[config.mk]
export PLATFORM = sky130hd
export DESIGN_NAME = sw_debounce_evt
export DESIGN_NICKNAME = d
export VERILOG_FILES = /design/src/rtl/sw_pkg.sv /design/src/rtl/debounce_ch.sv /design/src/rtl/sw_debounce_evt.sv
export SDC_FILE = /design/constraint.sdc
export NUM_CORES = 1
export LEC_CHECK = 0
export CAP_MARGIN = 20
export CORE_MARGIN = 1.5
export CORE_UTILIZATION = 54
export DETAILED_ROUTE_END_ITERATION = 8
export HOLD_SLACK_MARGIN = 0.1
export PLACE_DENSITY = 0.79
export SLEW_MARGIN = 20
export SYNTH_ARGS = -nofsm -noshare
export SYNTH_HDL_FRONTEND = slang
export SYNTH_HIERARCHICAL = 1
export SYNTH_SLANG_ARGS = --single-unit
[constraint.sdc]
create_clock -name CLK -period 2.5 [get_ports CLK]
set_input_delay 0.5 -clock CLK [delete_from_list [all_inputs] [get_ports CLK]]
set_output_delay 0.5 -clock CLK [all_outputs]
set_load 0.02 [all_outputs]
[src/rtl/sw_pkg.sv]
// Shared types and helpers for the switch debounce / event front end.
package sw_pkg;

    typedef enum logic {
        IDLE = 1'b0,
        PEND = 1'b1
    } evt_state_t;

    // Counter width for a debounce window; never narrower than one bit.
    function automatic int cnt_width(input int cycles);
        int w;
        w = $clog2(cycles);
        return (w < 1) ? 1 : w;
    endfunction

endpackage

[src/rtl/debounce_ch.sv]
// One switch channel: synchroniser chain, debounce counter, stable bit and
// registered rise/fall pulses.
module debounce_ch
    import sw_pkg::*;
#(
    parameter int SYNC_STAGES     = 2,
    parameter int DEBOUNCE_CYCLES = 16
) (
    input  logic clk,
    input  logic rst,
    input  logic sw,
    output logic stable,
    output logic rise,
    output logic fall,
    output logic change,
    output logic stable_next
);

    localparam int CW = cnt_width(DEBOUNCE_CYCLES);
    localparam logic [CW-1:0] LIMIT = CW'(DEBOUNCE_CYCLES - 1);

    logic [SYNC_STAGES-1:0] sync;
    logic                   synced;
    logic [CW-1:0]          cnt;

    assign synced = sync[SYNC_STAGES-1];

    // change is combinational so the event logic sees it on the same edge
    // that STABLE takes its new value.
    assign change      = (synced != stable) && (cnt == LIMIT);
    assign stable_next = change ? synced : stable;

    always_ff @(posedge clk or posedge rst) begin
        if (rst) begin
            sync   <= '0;
            cnt    <= '0;
            stable <= 1'b0;
            rise   <= 1'b0;
            fall   <= 1'b0;
        end else begin
            sync   <= {sync[SYNC_STAGES-2:0], sw};
            stable <= stable_next;
            rise   <= change & synced;
            fall   <= change & ~synced;
            if ((synced == stable) || change) begin
                cnt <= '0;
            end else begin
                cnt <= cnt + CW'(1);
            end
        end
    end

endmodule

[src/rtl/sw_debounce_evt.sv]
// Slide-switch bank front end: per-channel debounce plus a single-entry
// change snapshot held under a valid/ack handshake with sticky overflow.
module sw_debounce_evt
    import sw_pkg::*;
#(
    parameter int N               = 12,
    parameter int SYNC_STAGES     = 2,
    parameter int DEBOUNCE_CYCLES = 16
) (
    input  logic         CLK,
    input  logic         RST,
    input  logic [N-1:0] SW,
    output logic [N-1:0] STABLE,
    output logic [N-1:0] RISE,
    output logic [N-1:0] FALL,
    output logic         EVT_VALID,
    output logic [N-1:0] EVT_DATA,
    output logic         EVT_OVF,
    input  logic         EVT_ACK
);

    logic [N-1:0] ch_change;
    logic [N-1:0] stable_next;
    logic         change;

    for (genvar i = 0; i < N; i++) begin : g_ch
        debounce_ch #(
            .SYNC_STAGES    (SYNC_STAGES),
            .DEBOUNCE_CYCLES(DEBOUNCE_CYCLES)
        ) u_ch (
            .clk        (CLK),
            .rst        (RST),
            .sw         (SW[i]),
            .stable     (STABLE[i]),
            .rise       (RISE[i]),
            .fall       (FALL[i]),
            .change     (ch_change[i]),
            .stable_next(stable_next[i])
        );
    end

    assign change = |ch_change;

    // Handshake: EVT_VALID stays high until a cycle with EVT_ACK=1 and no
    // new change; EVT_DATA only moves on a change edge; ack in IDLE is ignored.
    evt_state_t   state, state_n;
    logic [N-1:0] data_n;
    logic         ovf_n;

    assign EVT_VALID = (state == PEND);

    always_ff @(posedge CLK or posedge RST) begin
        if (RST) begin
            state    <= IDLE;
            EVT_DATA <= '0;
            EVT_OVF  <= 1'b0;
        end else begin
            state    <= state_n;
            EVT_DATA <= data_n;
            EVT_OVF  <= ovf_n;
        end
    end

    always_comb begin
        state_n = state;
        data_n  = EVT_DATA;
        ovf_n   = EVT_OVF;
        case (state)
            IDLE: begin
                if (change) begin
                    data_n  = stable_next;
                    ovf_n   = 1'b0;
                    state_n = PEND;
                end
            end
            PEND: begin
                if (EVT_ACK && change) begin
                    data_n = stable_next;
                    ovf_n  = 1'b0;
                end else if (EVT_ACK) begin
                    ovf_n   = 1'b0;
                    state_n = IDLE;
                end else if (change) begin
                    data_n = stable_next;
                    ovf_n  = 1'b1;
                end
            end
            default: state_n = IDLE;
        endcase
    end

endmodule

==> metrics.txt <==
HP Class flop to flop; minimum hold slack 0.345 ns; minimum clock period 2.25 ns; Worst Path Class, Setup flop to flop; initial core utilization 54.9%; number of antenna violations at the first check in global routing 0; # setup viols final 0; Seq cells post-synth 122; status finished, final reports clean; fin crit share 89.9%; die width 96.7 microns; Via density 5.00; GRT overflow 0; Synth cell types 21; Boundary Pins 65; Post-synth top flop dfrtp_1; DRC Markers 0; Final Non-Filler Cells 553; WP data required 2.88 ns; DRT iter0 DRCs 74; final setup TNS 0 ns; diode count 0; post_cts resized 0; area leader, netlist dfrtp_1; layout cells sized above 1 18.4%; Overall Power 4.83 mW; Mapped Avg Cell Area 13.6 sq um; RSZ-0062 raised after global routing no; Hold Vio Cnt, Final 0; Rel. slew slack 65.0%; synth top area cells dfrtp_1 64%, xnor2_1 4.4%, nor2_1 3.9%, nor3b_1 3.8%, mux2_2 3.6%; crit-path max FO 14; TritonRoute pass-1 iters 4; Core Rows 34; syn nets 377; register area share after synthesis 64.4%; Pleak 2.81 nW; Worst Tran Pin Value 0.524 ns; Pwr Density 788 nW/um^2; dpl hpwl 5630 microns; Max-Cap Viols 0; fmax 445 MHz; cells after synthesis 350; # H-tree levels 4; Worst-path clk slew 0.05 ns; core area 8640 sq um; WL final 8220 microns; maximum vdd drop 501 uV; clk_skew 0.00738 ns; setup repair bufs after CTS 0; CP Launch Type flop; fillers 585; crit path capture type flop; largest net degree at the start of global routing 17; Area Growth Syn to Fin 29.3%; CTS Buffer Depth 2; Cells after DPL 522; antenna viol nets, final 0; WP data arrival 2.63 ns; CTS tree built; first-pass GRT wire length 13600 microns; IO buf count 64; drt wl/cell 14.9 microns; Max Slew Vio Count 0; nets 460; Die Ht 96.7 microns; DIE AREA 9350 sq um; area of the mapped netlist 4740 sq um; area share of the largest cell type after synthesis 64.4%; via count 2767; clk_lat worst skew 0.51 ns; Num CTS Buffers 17; CTS Hold Bufs 0; Post-synth EDFFs 0; asr flop ratio synth 100%; gr usage total 18.9%; vias in the first global route 2922; clk root buf clkbuf_8; Synth warnings 6; clk sinks 122; GP Congestion 0.782
[Yosys cell counts (9+ instances only)]
master,count
ha_1,12
xnor2_1,24
mux2_2,15
mux2_4,9
xor2_1,12
nor2_1,49
nor3b_1,24
nor2_2,11
a31o_1,11
inv_1,27
nand3_2,12
dfrtp_1,122
nand3_1,12
[per-layer routing]
| layer | wire length, microns | vias up | track usage [%] |
|---|---|---|---|
| met5 | 0 | - | 0 |
| met3 | 335 | 21 | 6.21 |
| met1 | 3480 | 1361 | 22.8 |
| met2 | 4220 | 61 | 31.2 |
| li1 | - | 1324 | - |
| met4 | 188 | 0 | 8.25 |
[worst paths after layout]
kind	slack, ns	depth (start not counted)	endpoint	start
setup / recovery	0.25	6	EVT_DATA[5]	g_ch[11].u_ch/cnt[0]
hold / removal	0.34	0	g_ch[2].u_ch/sync[1]	g_ch[2].u_ch/sync[0]
setup reg to reg	0.25	6	EVT_DATA[5]	g_ch[11].u_ch/cnt[0]
hold reg to reg	0.34	0	g_ch[2].u_ch/sync[1]	g_ch[2].u_ch/sync[0]
max in group asynchronous	1.55	3	g_ch[2].u_ch/fall	RST
min in group asynchronous	0.47	2	g_ch[6].u_ch/sync[0]	RST
[logic make-up (layout without fill, tap and decap cells)]
group,after synthesis,count (layout),synth area share (%)
adders and majority gates,12,12,3.17
buffers and inverters,28,123,2.37
and+or+nand+nor,114,114,14.5
muxes,24,24,6.41
AOI/OAI and AO/OA,14,14,2.53
DFF,122,122,64.4
xor gates and xnor gates,36,36,6.65
[critical path: stages, from the launching register on]
cell	delay, ns
dfrtp_1	0.39
ha_1	0.25
nand3_2	0.13
nor2_1	0.07
nor4_2	0.41
nand3_2	0.43
mux2_4	0.43
[layout by cell type (no fill, tap or decap), types with 4 or more instances in the layout]
cell type,instances
a31o_1,11
bufinv_16,4
clkbuf_16,16
clkbuf_8,5
clkdlybuf4s50_1,64
clkinv_2,4
dfrtp_1,122
ha_1,12
inv_1,27
mux2_2,15
mux2_4,9
nand3_1,12
nand3_2,12
nor2_1,49
nor2_2,11
nor3b_1,24
xnor2_1,24
xor2_1,12
[final cells by class]
type                            instances  area, sq um  share of cell area (%)
Multi-Input combinational cell        200         1580                    25.7
Timing Repair Buffer                   65          648                    10.6
Tap cell                              108          135                    2.20
Sequential cell                       122         3050                    49.8
Inverter                               27          101                    1.65
Clock buffer                           23          477                    7.77
Clock inverter                          8          140                    2.29
[state kept, by name, indices dropped and copies added (netlist names)]
| signal | count |
|---|---|
| g_ch.u_ch/sync | 24 |
| g_ch.u_ch/rise | 12 |
| g_ch.u_ch/stable | 12 |
| EVT_VALID | 1 |
| EVT_OVF | 1 |
| EVT_DATA | 12 |
| g_ch.u_ch/fall | 12 |
| g_ch.u_ch/cnt | 48 |
[report_power, final]
| group | switching [mW] | internal (mW) | total, mW | leakage (nW) |
|---|---|---|---|---|
| combinational | 0.115 | 0.0879 | 0.203 | 0.891 |
| clock | 0.814 | 1.71 | 2.53 | 0.308 |
| sequential | 0.0567 | 2.05 | 2.10 | 1.62 |
[through the flow]
stage	util, %	area [sq um]	setup slack (ns)
2_1_floorplan	-	4740	0.614
3_3_place_gp	63.9	5520	0.319
3_5_place_dp	63.9	5520	0.239
4_1_cts	71.0	6130	0.220
5_1_grt	71.0	6130	0.123
6_report	71.0	6130	0.253
Note: power is estimated with default switching activity, not from simulation.
